## config.mk

```make
export PLATFORM = sky130hd
export DESIGN_NAME = counter_seek_ctrl
export DESIGN_NICKNAME = d
export VERILOG_FILES = /design/src/rtl/counter_seek_ctrl.sv
export SDC_FILE = /design/constraint.sdc
export NUM_CORES = 1
export LEC_CHECK = 0
export ABC_AREA = 1
export CAP_MARGIN = 20
export CORE_ASPECT_RATIO = 1.5
export CORE_MARGIN = 2
export CORE_UTILIZATION = 46
export CTS_CLUSTER_DIAMETER = 50
export DETAILED_ROUTE_END_ITERATION = 16
export DONT_BUFFER_PORTS = 1
export GPL_ROUTABILITY_DRIVEN = 0
export MAX_ROUTING_LAYER = met4
export PLACE_DENSITY = 0.72
export SYNTH_ARGS = -nofsm -noshare
export SYNTH_HDL_FRONTEND = slang
export SYNTH_SLANG_ARGS = --single-unit
```

## constraint.sdc

```tcl
create_clock -name clk -period 3.09 [get_ports clk]
set_clock_uncertainty 0.2 [all_clocks]
set_input_delay 0 -clock clk [delete_from_list [all_inputs] [get_ports clk]]
set_output_delay 0 -clock clk [all_outputs]
set_load 0.01 [all_outputs]
```

## src/rtl/counter_seek_ctrl.sv

```systemverilog
// counter_seek_ctrl: drives the up/ctrl (hold) inputs of an up/down counter so
// that it walks from its sampled value to a target, one pulse every
// step_div+1 cycles, then holds and pulses done.
// Optional build macro SEEK_SHORTEST_PATH_EN: pick the direction modulo
// 2^WIDTH (shortest way round, counter may wrap) instead of unsigned compare.
module counter_seek_ctrl #(
    parameter int WIDTH = 32,
    parameter int DIV_W = 16
) (
    input  logic             clk,
    input  logic             rst,
    input  logic             start,
    input  logic             abort,
    input  logic [WIDTH-1:0] target,
    input  logic [DIV_W-1:0] step_div,
    input  logic [WIDTH-1:0] cnt_in,
    output logic             up,
    output logic             ctrl,
    output logic             busy,
    output logic             done,
    output logic [WIDTH-1:0] steps
);

    typedef enum logic [1:0] {
        S_IDLE = 2'd0,
        S_SEEK = 2'd1,
        S_DONE = 2'd2
    } state_t;

    state_t           r_state, w_state_nxt;
    logic [DIV_W-1:0] r_div, w_div_nxt;       // phase within the current step period
    logic [DIV_W-1:0] r_dmax, w_dmax_nxt;     // latched step_div
    logic [WIDTH-1:0] r_dist, w_dist_nxt;     // pulses still to issue
    logic [WIDTH-1:0] r_steps, w_steps_nxt;
    logic             r_up, w_up_nxt;
    logic             r_ctrl, w_ctrl_nxt;
    logic             r_busy, w_busy_nxt;
    logic             r_done, w_done_nxt;

    logic [WIDTH-1:0] w_d_up;
    logic [WIDTH-1:0] w_dist_new;
    logic             w_dir_new;
    logic             w_pulse;
    logic [WIDTH-1:0] w_rem;
    logic [DIV_W-1:0] w_phase_nxt;

    assign w_d_up = target - cnt_in;

`ifdef SEEK_SHORTEST_PATH_EN
    localparam logic [WIDTH-1:0] HALF = {1'b1, {(WIDTH-1){1'b0}}};

    // Shortest way round the ring; an exact half-turn goes up.
    always_comb begin
        w_dir_new  = (w_d_up <= HALF);
        w_dist_new = w_dir_new ? w_d_up : (~w_d_up + 1'b1);
    end
`else
    // Plain unsigned compare; the counter never has to wrap.
    always_comb begin
        w_dir_new  = (target >= cnt_in);
        w_dist_new = w_dir_new ? w_d_up : (cnt_in - target);
    end
`endif

    // A pulse is happening this cycle when SEEK holds ctrl low; the target is
    // folded into the distance at start, so it needs no register of its own.
    assign w_pulse     = (r_state == S_SEEK) && !r_ctrl;
    assign w_rem       = r_dist - {{(WIDTH-1){1'b0}}, w_pulse};
    assign w_phase_nxt = (r_div == r_dmax) ? '0 : r_div + 1'b1;

    // Next state and next registered outputs (ctrl is decided one cycle ahead).
    always_comb begin
        w_state_nxt = r_state;
        w_div_nxt   = r_div;
        w_dmax_nxt  = r_dmax;
        w_dist_nxt  = r_dist;
        w_steps_nxt = r_steps;
        w_up_nxt    = r_up;
        w_ctrl_nxt  = 1'b1;
        case (r_state)
            S_IDLE: begin
                if (start) begin
                    w_up_nxt    = w_dir_new;
                    w_dist_nxt  = w_dist_new;
                    w_dmax_nxt  = step_div;
                    w_div_nxt   = '0;
                    w_steps_nxt = '0;
                    if (w_dist_new == '0) begin
                        w_state_nxt = S_DONE;
                    end else begin
                        w_state_nxt = S_SEEK;
                        // With no divide, the first pulse lands right away.
                        w_ctrl_nxt  = (step_div != '0);
                    end
                end
            end
            S_SEEK: begin
                w_dist_nxt = w_rem;
                if (w_pulse) w_steps_nxt = r_steps + 1'b1;
                if (abort) begin
                    w_state_nxt = S_IDLE;
                end else if (w_rem == '0) begin
                    w_state_nxt = S_DONE;
                end else begin
                    w_div_nxt  = w_phase_nxt;
                    w_ctrl_nxt = (w_phase_nxt != r_dmax);
                end
            end
            S_DONE: begin
                w_state_nxt = S_IDLE;
            end
            default: begin
                w_state_nxt = S_IDLE;
            end
        endcase
        w_busy_nxt = (w_state_nxt != S_IDLE);
        w_done_nxt = (w_state_nxt == S_DONE);
    end

    // State and output registers with synchronous reset.
    always_ff @(posedge clk) begin
        if (rst) begin
            r_state <= S_IDLE;
            r_div   <= '0;
            r_dmax  <= '0;
            r_dist  <= '0;
            r_steps <= '0;
            r_up    <= 1'b1;
            r_ctrl  <= 1'b1;
            r_busy  <= 1'b0;
            r_done  <= 1'b0;
        end else begin
            r_state <= w_state_nxt;
            r_div   <= w_div_nxt;
            r_dmax  <= w_dmax_nxt;
            r_dist  <= w_dist_nxt;
            r_steps <= w_steps_nxt;
            r_up    <= w_up_nxt;
            r_ctrl  <= w_ctrl_nxt;
            r_busy  <= w_busy_nxt;
            r_done  <= w_done_nxt;
        end
    end

    assign up    = r_up;
    assign ctrl  = r_ctrl;
    assign busy  = r_busy;
    assign done  = r_done;
    assign steps = r_steps;

endmodule

```

==> results of run 1 <==
## layer usage
layer / part of all wire / vias up / wire, um / GRT usage
met5: 0 / - / 0 / -
met2: 0.51 / 452 / 17610 / 0.4952
li1: - / 6342 / - / -
met4: 0.075 / 0 / 2596 / 0.1932
met3: 0.054 / 165 / 1870 / 0.02455
met1: 0.36 / 5550 / 12460 / 0.2590
## kinds of logic after synthesis
logic type | share of synthesized area
compound gates | 0.1282
fa+ha+maj | 0.07753
xor+xnor | 0.05489
flops | 0.1803
simple gates | 0.4218
buf+inv | 0.1373
## placed cells by master (no fill, tap or decap), drive strengths merged, types with 2 or more instances in the layout
master,count
o211ai,11
xnor2,10
xor2,61
fa,2
o21bai,14
a211oi,2
o21a,6
nand2,655
and2,2
nor4,11
nand4,37
clkbuf,11
nor3,19
dfxtp,102
inv,335
a21oi,131
a31oi,3
dlygate4sd3,19
ha,67
o22ai,2
nor3b,3
or2,6
nor2,237
o21ai,83
buf,56
nand3b,4
clkinv,3
nand3,140
## final timing paths
check              endpoint  slack (ns)  startpoint  depth (start not counted)
hold / removal    r_dist[1]      -0.002   cnt_in[1]                          6
setup reg to reg       busy        0.09  r_state[1]                         19
setup / recovery       busy        0.09  r_state[1]                         19
hold reg to reg   r_dmax[7]        0.30   r_dmax[7]                          2
## per-stage QoR
| step | utilization | power, mW |
|---|---|---|
| finish | 0.5135 | 4.506 |
| global route | 0.5135 | 4.794 |
| CTS | 0.5104 | 4.486 |
| detailed placement | 0.4879 | 3.278 |
| global placement | 0.4879 | 3.256 |
| floorplan | - | 2.813 |
## area by class of cell
type / count / area [um^2]
Sequential cell: 102 / 2043
Inverter: 336 / 1261
Multi-Input combinational cell: 1512 / 7815
Fill cell: 2580 / 11800
Timing Repair Buffer: 75 / 635.6
Clock buffer: 11 / 242.7
Clock inverter: 4 / 55.05
Tap cell: 324 / 405.4
## registers in the layout, indices dropped and copies added, names as in the netlist, 2 cells and up
register  count
r_dist       32
steps        32
r_div        16
r_dmax       16
r_state       2
## where the power goes
part / switching, mW / internal (mW) / total (mW)
clock: 0.504 / 0.651 / 1.16
combinational: 1.22 / 0.652 / 1.87
sequential: 0.0928 / 1.39 / 1.48
## worst reg2reg max path, delay by kind of cell, from the launching register on
family | cells | cell delay [ns]
AND/OR/NAND/NOR | 12 | 1.44
adder cells (fa/ha/maj) | 1 | 0.21
flip-flops | 1 | 0.36
buffers and inverters | 5 | 0.47
AO/OA/AOI/OAI | 1 | 0.21
## timing repair
item / in CTS / in global routing
endpoints found under the setup margin: 9 / 21
buffers inserted: 1 / 1
hold buffers: 20 / 0
endpoints found under the hold margin: 82 / 0
pin swaps: 1 / 5
gates cloned: 1 / 0
resized for setup: 1 / 16
==> metrics.md, run 1 <==
| Metric | Value |
|---|---|
| Initial DRT Pass Iterations | `5` |
| Count of buffers from port buffering | `0` |
| Setup CP Type | `register to register` |
| Post-synth EDFFs | `0` |
| Worst Setup Start Kind | `register` |
| Max incr delay on CP | `~0.36 ns` |
| Worst skew pair latency | `roughly 0.35 ns` |
| Post-synth top area cell | `nand2_1` |
| Min Hold Slack | `-0.002471 ns` |
| Reg clk slew, reported paths | `around 0.070 ns` |
| Layout Cells excl Fill | `roughly 2.4k` |
| Status | `finished with violations` |
| CTS sink cnt | `just over 100` |
| Max_cap viols | `0` |
| Syn Area/Cell | `around 5.7 um^2` |
| Worst slack, placed | `-0.01376 ns` |
| Pins Over Slew Limit | `0` |
| Initial Util | `0.4669` |
| DIE WIDTH | `132.1 um` |
| Count leader, synth | `nand2_1` |
| Via Count | `roughly 13k` |
| CTS Root Cell | `clkbuf_16` |
| Die height | `196.2 um` |
| Sequential element share of the synthesized area | `0.1803` |
| Area post-placement | `11,840 um^2` |
| Residual DRC | `0` |
| Cell family with most CP delay | `simple AND/OR/NAND/NOR gates` |
| Num CTS Buffers | `9` |
| Post-synth cell types | `53` |
| Failing checks | `hold timing` |
| Share of layout cells above drive strength 1 | `0.08284` |
| Post-route cell area | `around 12,000 um^2` |
| First-pass GRT wire length | `around 55,000 um` |
| Pwr dens | `361.7 nW/um^2` |
| Final setup viols | `0` |
| Drt total wl | `around 35,000 um` |
| Die area | `between 20,000 and 30,000 um^2` |
| Fmax | `between 0.3 and 0.4 GHz` |
| Area share of the largest cell type after synthesis | `0.2101` |
| H-tree levels | `3` |
| Ant diodes | `0` |
| Final hold violation count | `1` |
| # IOs | `between 100 and 150` |
| Routed Antenna Nets | `0` |
| Critical Path Most Common Cell | `nand2_1` |
| Crit path cell chain | `nor2_8 -> nand2_1 -> inv_1 -> ha_2 -> buf_4 -> nand2_1 -> o21ai_0 -> nand2_1 -> nor4_1 -> nand2_1 -> nor2_1 -> nand3_2 -> nand2_4 -> nor2_4 -> buf_12 -> inv_1 -> nand3_1 -> nand2_1 -> inv_1` |
| Lkg Pwr | `6.413 nW` |
| TritonCTS clock tree | `built` |
| Period Utilization, post-route | `0.9708` |
| Worst Path Required | `approximately 3.1 ns` |
| Overflow after GRT | `0` |
| Initial DRC count | `between 600 and 700` |
| Vias in the first global route | `between 10k and 15k` |
| Max FO, Critical Path | `11` |
| Syn Nets | `about 2.2k` |
| Arrival @ worst endpoint | `3.05 ns` |
| DR WL/cell | `about 15 um` |
| Slowest-stage cell, CP | `dfxtp_1` |
| Synth Instances | `between 2k and 2.5k` |
| Worst hold path class | `primary input to register` |
| Layout area overhead | `9.974%` |
| Antenna violations before repair | `0` |
| Core Rows | `70` |
| Post-synth top flop | `dfxtp_1` |
| Maximum clock path buffer count | `2` |
| FFs w/ async S/R, synth | `0` |
| Crit end category | `register` |
| Placeable core area | `24,260 um^2` |
| Pin slew with the least headroom to its limit | `1.044 ns` |
| Final WS setup | `between 0.09 and 0.1 ns` |
| Flops & latches, synth | `around 100` |
| Top post-synthesis cells by count | `634 x nand2_1, 324 x inv_1, 216 x nor2_1, 135 x nand3_1, 119 x a21oi_1` |
| Hpwl dp | `27,840 um` |
| Syn Std Cell Area | `approximately 11,000 um^2` |
| Sum Neg Setup Slack | `0 ns` |
| Minimum clock period | `3.000 ns` |
| Critical path buffer and inverter count | `5` |
| Top cells by area, synth | `nand2_1 21%, dfxtp_1 18%, inv_1 11%` |
| Largest net degree at the start of global routing | `44` |
| Layout Nets | `between 2k and 2.5k` |
| Vias per std cell | `roughly 5.3` |
| Overall routing resource usage | `0.2676` |
| Cells after DPL | `~2.3k` |
| Synth Warn # | `0` |
| Worst-case vdd ir drop | `0.3096 mV` |
| Slew HR | `0.3035` |
No activity file was read; power rests on OpenSTA's default activity.
==> run 2, diff against run 1 <==
--- a/config.mk
+++ b/config.mk
@@ -7,15 +7,17 @@
 export LEC_CHECK = 0
 export ABC_AREA = 1
 export CAP_MARGIN = 20
+export CELL_PAD_IN_SITES_DETAIL_PLACEMENT = 1
+export CELL_PAD_IN_SITES_GLOBAL_PLACEMENT = 1
 export CORE_ASPECT_RATIO = 1.5
 export CORE_MARGIN = 2
-export CORE_UTILIZATION = 46
+export CORE_UTILIZATION = 41
 export CTS_CLUSTER_DIAMETER = 50
 export DETAILED_ROUTE_END_ITERATION = 16
 export DONT_BUFFER_PORTS = 1
 export GPL_ROUTABILITY_DRIVEN = 0
 export MAX_ROUTING_LAYER = met4
-export PLACE_DENSITY = 0.72
+export PLACE_DENSITY = 0.88
 export SYNTH_ARGS = -nofsm -noshare
 export SYNTH_HDL_FRONTEND = slang
 export SYNTH_SLANG_ARGS = --single-unit
==> run 2 against run 1 <==
Compared with the run above: the flow finishes with violations (setup timing); first-iteration DRC count is 0.48% lower; combinational power increased by 11%; die area is 12% higher; wire length rose by 28%; sequential power about the same; total power increased by 6.6%; critical path type unchanged; highest routed layer unchanged.
==> metrics.md, run 2 (synthesis results as in run 1) <==
| Metric | Value |
|---|---|
| Status | `finished with violations` |
| Failing checks | `setup timing` |
| Crit end category | `register` |
| Core Rows | `74 (+5.7%)` |
| Layout area overhead | `12.54%` |
| Initial DRC count | `625 (-0.48%)` |
| Fmax | `0.3053 GHz (-8.4%)` |
| Total power | `4.805 mW (+6.6%)` |
| Slew HR | `0.4150 (+0.1115)` |
| R2R Path Start | `r_state[0]` |
| # fillers | `3,855 (+49%)` |
| Period Utilization, post-route | `1.060 (+0.08934)` |
| Overflow after GRT | `0 (unchanged)` |
| H-tree levels | `3 (unchanged)` |
| # IOs | `120 (unchanged)` |
| TritonCTS clock tree | `built` |
| Routed Antenna Nets | `0 (unchanged)` |
| Arrival @ worst endpoint | `3.36 ns (+0.31 ns)` |
| Min Hold Slack | `0.01517 ns (+0.01764 ns)` |
| Vias per std cell | `5.585 (+5.5%)` |
| Worst skew pair latency | `0.37 ns (+0.02 ns)` |
| DR WL/cell | `18.43 um (+26%)` |
| Placeable core area | `27,220 um^2 (+12%)` |
| Commonest non-fill, non-tap cells in the layout | `627 x nand2_1, 323 x inv_1, 208 x nor2_1, 131 x nand3_1, 117 x a21oi_1` |
| Pwr dens | `376.9 nW/um^2 (+4.2%)` |
| Worst Setup Start Kind | `register` |
| Worst-case vdd ir drop | `0.3471 mV (+12%)` |
| RSZ-0062 raised after global routing | `true` |
| Ant diodes | `0 (unchanged)` |
| Reg clk slew, reported paths | `0.08 ns (about the same)` |
| DIE WIDTH | `139.7 um (+5.7%)` |
| CTS Root Cell | `clkbuf_16` |
| Vias in the first global route | `14.28k (+17%)` |
| Pin slew with the least headroom to its limit | `0.8766 ns (-0.1671 ns)` |
| Hold Path Origin | `rst` |
| Final Util | `0.4683 (-0.04518)` |
| Num CTS Buffers | `9 (unchanged)` |
| Minimum clock period | `3.276 ns (+0.2761 ns)` |
| Final WS setup | `-0.1858 ns (-0.2761 ns)` |
| Max_cap viols | `0 (unchanged)` |
| Lkg Pwr | `6.536 nW (+1.9%)` |
| Pins Over Slew Limit | `0 (unchanged)` |
| Post-route cell area | `12,750 um^2 (+2.3%)` |
| Via Count | `13.35k (+6.8%)` |
| Worst Path Required | `3.17 ns (+0.03 ns)` |
| Worst hold path class | `primary input to register` |
| Initial Util | `0.4162 (-0.05078)` |
| Die area | `29,000 um^2 (+12%)` |
| Sum Neg Setup Slack | `-2.010 ns (-2.010 ns)` |
| Layout Nets | `2,200 (+0.50%)` |
| Overall routing resource usage | `0.2934 (+0.02577)` |
| CTS sink cnt | `102 (unchanged)` |
| Antenna violations before repair | `0 (unchanged)` |
| Setup CP Type | `register to register` |
| First-pass GRT wire length | `67,830 um (+23%)` |
| Largest net degree at the start of global routing | `44 (unchanged)` |
| Hpwl dp | `33,720 um (+21%)` |
| Share of layout cells above drive strength 1 | `0.09810 (+0.01525)` |
| Max FO, Critical Path | `8 (-3)` |
| Residual DRC | `0 (unchanged)` |
| Final hold violation count | `0 (-1)` |
| Count of buffers from port buffering | `0 (unchanged)` |
| Initial DRT Pass Iterations | `5 (unchanged)` |
| Area post-placement | `11,890 um^2 (+0.40%)` |
| Final setup viols | `19 (+19)` |
| Maximum clock path buffer count | `2 (unchanged)` |
| Die height | `207.6 um (+5.8%)` |
| Drt total wl | `44,080 um (+28%)` |
| Commonest non-fill, non-tap cell in the layout | `nand2_1` |
| Critical Path Start | `r_state[0]` |
run 2: layout make-up:
cell class                      count  area [um^2]  area share
Clock inverter                      4        75.07    0.005889
Multi-Input combinational cell   1512         7963      0.6246
Clock buffer                        9        225.2     0.01767
Inverter                          336         1264     0.09913
Tap cell                          342        427.9     0.03357
Timing Repair Buffer               86        749.5     0.05879
Sequential cell                   102         2044      0.1604
run 2: metal layers:
| metal | up-vias | GRT usage | routed length (um) |
|---|---|---|---|
| li1 | 6340 | - | - |
| met1 | 6348 | 0.2719 | 14970 |
| met2 | 437 | 0.5564 | 23660 |
| met3 | 229 | 0.02468 | 1727 |
| met4 | 0 | 0.2079 | 3715 |
| met5 | - | - | 0 |
run 2: path summary, 6_finish.rpt:
check,endpoint,slack (ns),cells after the start
max,r_div[5],-0.19,20
max reg2reg,r_div[5],-0.19,20
min,ctrl,0.02,2
min reg2reg,r_dist[27],0.31,2
run 2: critical path, stage by stage (launching register included):
cell     delay [ns]
dfxtp_2        0.37
inv_4          0.05
nor2_8         0.08
nand2_2        0.08
inv_2          0.09
ha_4           0.15
ha_4           0.17
nand2_4        0.08
nor2_4         0.21
nand2_4        0.09
buf_4          0.16
xnor2_1        0.17
nor2_1         0.21
nand2_1        0.12
nor2_2         0.17
nand3_4        0.11
nand2_4        0.11
nand2_4        0.08
o21ai_4        0.18
nand2_2        0.12
a21oi_2        0.18
run 2: metrics by stage:
stage	worst slack, ns	cells
6_report	-0.1858	2391
2_1_floorplan	0.04651	2004
4_1_cts	0.002738	2382
5_1_grt	-0.2464	2391
3_5_place_dp	-0.1713	2344
3_3_place_gp	-0.01551	2344
run 2: where the power goes:
group	total, mW	internal, mW	switching [mW]	leakage, nW
logic	2.07	0.688	1.39	5.56
registers	1.49	1.39	0.105	0.834
clock network	1.24	0.698	0.538	0.139
total	4.80	2.77	2.03	6.54
run 2: what timing repair did:
item | CTS | global route
hold buffers | 21 | 0
hold endpoints to repair | 83 | 0
setup endpoints to repair | 19 | 25
gates resized for setup | 6 | 47
pin swaps | 2 | 21
setup buffers | 3 | 9
gates cloned | 1 | 0
==> run 3, diff against run 2 <==
--- a/config.mk
+++ b/config.mk
@@ -10,14 +10,15 @@
 export CELL_PAD_IN_SITES_DETAIL_PLACEMENT = 1
 export CELL_PAD_IN_SITES_GLOBAL_PLACEMENT = 1
 export CORE_ASPECT_RATIO = 1.5
-export CORE_MARGIN = 2
 export CORE_UTILIZATION = 41
 export CTS_CLUSTER_DIAMETER = 50
 export DETAILED_ROUTE_END_ITERATION = 16
 export DONT_BUFFER_PORTS = 1
 export GPL_ROUTABILITY_DRIVEN = 0
+export HOLD_SLACK_MARGIN = 0.06
 export MAX_ROUTING_LAYER = met4
 export PLACE_DENSITY = 0.88
+export SLEW_MARGIN = 10
 export SYNTH_ARGS = -nofsm -noshare
 export SYNTH_HDL_FRONTEND = slang
 export SYNTH_SLANG_ARGS = --single-unit
==> run 3 against run 2 <==
Compared with the run above: the flow now finishes without violations; sequential power barely moved; worst hold slack better by 0.10 ns; highest routed layer unchanged; sequential cell count is the same; core utilization rose by 0.055 points; setup slack better by 0.20 ns; clock-buffer cell count unchanged; critical path type unchanged.
==> metrics.md, run 3 (synthesis results as in run 1) <==
| Metric | Value |
|---|---|
| Critical path buffer and inverter count | `3 (unchanged)` |
| Die area | `28,310 um^2 (-2.4%)` |
| # IOs | `120 (unchanged)` |
| Commonest non-fill, non-tap cell in the layout | `nand2_1` |
| Cell family with most CP delay | `simple AND/OR/NAND/NOR gates` |
| Routed Antenna Nets | `0 (unchanged)` |
| Die height | `205.6 um (-0.96%)` |
| Drt total wl | `44,060 um (about the same)` |
| H-tree levels | `3 (unchanged)` |
| Layout Nets | `2,200 (unchanged)` |
| Status | `finished clean` |
| Antenna violations before repair | `0 (unchanged)` |
| Initial Util | `0.4162 (unchanged)` |
| Fmax | `0.3255 GHz (+6.6%)` |
| Initial DRT Pass Iterations | `6 (+1)` |
| Lkg Pwr | `6.540 nW (about the same)` |
| Slowest-stage cell, CP | `dfxtp_2` |
| Ant diodes | `0 (unchanged)` |
| Num CTS Buffers | `9 (unchanged)` |
| Count of buffers from port buffering | `0 (unchanged)` |
| Worst Setup Start Kind | `register` |
| Crit end category | `register` |
| Vias in the first global route | `14.41k (+0.89%)` |
| Sum Neg Setup Slack | `0 ns (+2.010 ns)` |
| Layout Cells excl Fill | `2,394 (+0.13%)` |
| Overall routing resource usage | `0.3195 (+0.02610)` |
| TritonCTS clock tree | `built` |
| Reg clk slew, reported paths | `0.08 ns (about the same)` |
| Worst Path Required | `3.18 ns (about the same)` |
| Pins Over Slew Limit | `0 (unchanged)` |
| Core Rows | `74 (unchanged)` |
| Arrival @ worst endpoint | `3.17 ns (-0.19 ns)` |
| Final WS setup | `0.01801 ns (+0.2038 ns)` |
| Met1 wire length | `15,020 um (+0.37%)` |
| Worst hold path class | `primary input to register` |
| Placeable core area | `27,220 um^2 (unchanged)` |
| Minimum clock period | `3.072 ns (-0.2038 ns)` |
| Maximum clock path buffer count | `2 (unchanged)` |
| Max_cap viols | `0 (unchanged)` |
| Pin slew with the least headroom to its limit | `0.9957 ns (+0.1191 ns)` |
| Area post-placement | `11,920 um^2 (+0.30%)` |
| Max FO, Critical Path | `8 (unchanged)` |
| Via Count | `13.43k (+0.58%)` |
| DR WL/cell | `18.40 um (-0.17%)` |
| Setup CP Type | `register to register` |
| Worst slack, placed | `-0.1404 ns (+0.03097 ns)` |
| Final setup viols | `0 (-19)` |
| Vias per std cell | `5.610 (+0.45%)` |
| Residual DRC | `0 (unchanged)` |
| Layout area overhead | `12.67%` |
| Initial DRC count | `635 (+1.6%)` |
| Highest metal used | `met4` |
| Slew HR | `0.3292 (-0.08578)` |
| Post-route cell area | `12,760 um^2 (+0.12%)` |
| Commonest non-fill, non-tap cells in the layout | `625 x nand2_1, 322 x inv_1, 200 x nor2_1, 132 x nand3_1, 116 x a21oi_1` |
| CTS sink cnt | `102 (unchanged)` |
| Worst skew pair latency | `0.37 ns (about the same)` |
| Final Util | `0.4689 (+0.0005510)` |
| Period Utilization, post-route | `0.9942 (-0.06594)` |
| Crit path cell chain | `inv_2 -> nor2_8 -> nand2_4 -> inv_2 -> ha_4 -> ha_4 -> inv_1 -> nor2_2 -> and2_4 -> nand3_1 -> xnor2_1 -> nor2_1 -> nand2_1 -> nor2_2 -> nand3_2 -> nand2_4 -> nand2_4 -> o21ai_4 -> nand2_1 -> a21oi_1` |
| CTS Root Cell | `clkbuf_16` |
| Met3 routed WL | `1882 um (+9.0%)` |
| Metal2 WL | `23,210 um (-1.9%)` |
| Min Hold Slack | `0.1180 ns (+0.1029 ns)` |
| Total power | `4.773 mW (-0.66%)` |
| DIE WIDTH | `137.7 um (-1.4%)` |
| Max incr delay on CP | `0.34 ns (-0.03 ns)` |
| Critical Path Most Common Cell | `nand2_4` |
| Final hold violation count | `0 (unchanged)` |
| Overflow after GRT | `0 (unchanged)` |
| Pwr dens | `373.9 nW/um^2 (-0.78%)` |
| First-pass GRT wire length | `68,580 um (+1.1%)` |
| # fillers | `3,866 (+0.29%)` |
| Cells after DPL | `2,347 (+0.13%)` |
| Worst-case vdd ir drop | `0.4493 mV (+29%)` |
| Share of layout cells above drive strength 1 | `0.1062 (+0.008141)` |
| Hpwl dp | `33,780 um (+0.19%)` |
| Largest net degree at the start of global routing | `44 (unchanged)` |
run 3: cell type report:
type	instances	area, um^2	area share
Clock buffer	9	225.2	0.01765
Clock inverter	7	77.57	0.006078
Timing Repair Buffer	86	745.7	0.05843
Sequential cell	102	2051	0.1607
Inverter	336	1261	0.09881
Multi-Input combinational cell	1512	7975	0.6248
Tap cell	342	427.9	0.03353
run 3: repair_timing:
action	in CTS	in global routing
cloned	1	0
buffers inserted	3	6
pin swaps	2	16
hold endpoints to repair	84	0
resized for setup	15	52
hold buffers	21	0
endpoints found under the setup margin	19	23
run 3: worst paths after layout:
kind,start,end,slack [ns],depth (start not counted)
max,r_state[0],r_div[10],0.02,20
min,cnt_in[28],r_dist[28],0.12,7
min reg2reg,r_dist[27],r_dist[27],0.31,2
max reg2reg,r_state[0],r_div[10],0.02,20
run 3: metal layers:
metal  vias up  global-route usage
met4         0              0.2644
met3       256             0.03991
met5         -                   -
met2       468              0.5869
met1      6364              0.2874
li1       6343                   -
run 3: worst reg2reg max path: stages (launching register included):
cell	delay [ns]
dfxtp_2	0.34
inv_2	0.07
nor2_8	0.11
nand2_4	0.06
inv_2	0.07
ha_4	0.14
ha_4	0.17
inv_1	0.09
nor2_2	0.17
and2_4	0.19
nand3_1	0.09
xnor2_1	0.17
nor2_1	0.15
nand2_1	0.10
nor2_2	0.14
nand3_2	0.13
nand2_4	0.11
nand2_4	0.09
o21ai_4	0.17
nand2_1	0.12
a21oi_1	0.13
run 3: where the power goes:
group,switching (mW),leakage [nW],internal (mW)
Clock,0.578,0.147,0.640
Combinational,1.38,5.56,0.685
Sequential,0.103,0.837,1.39
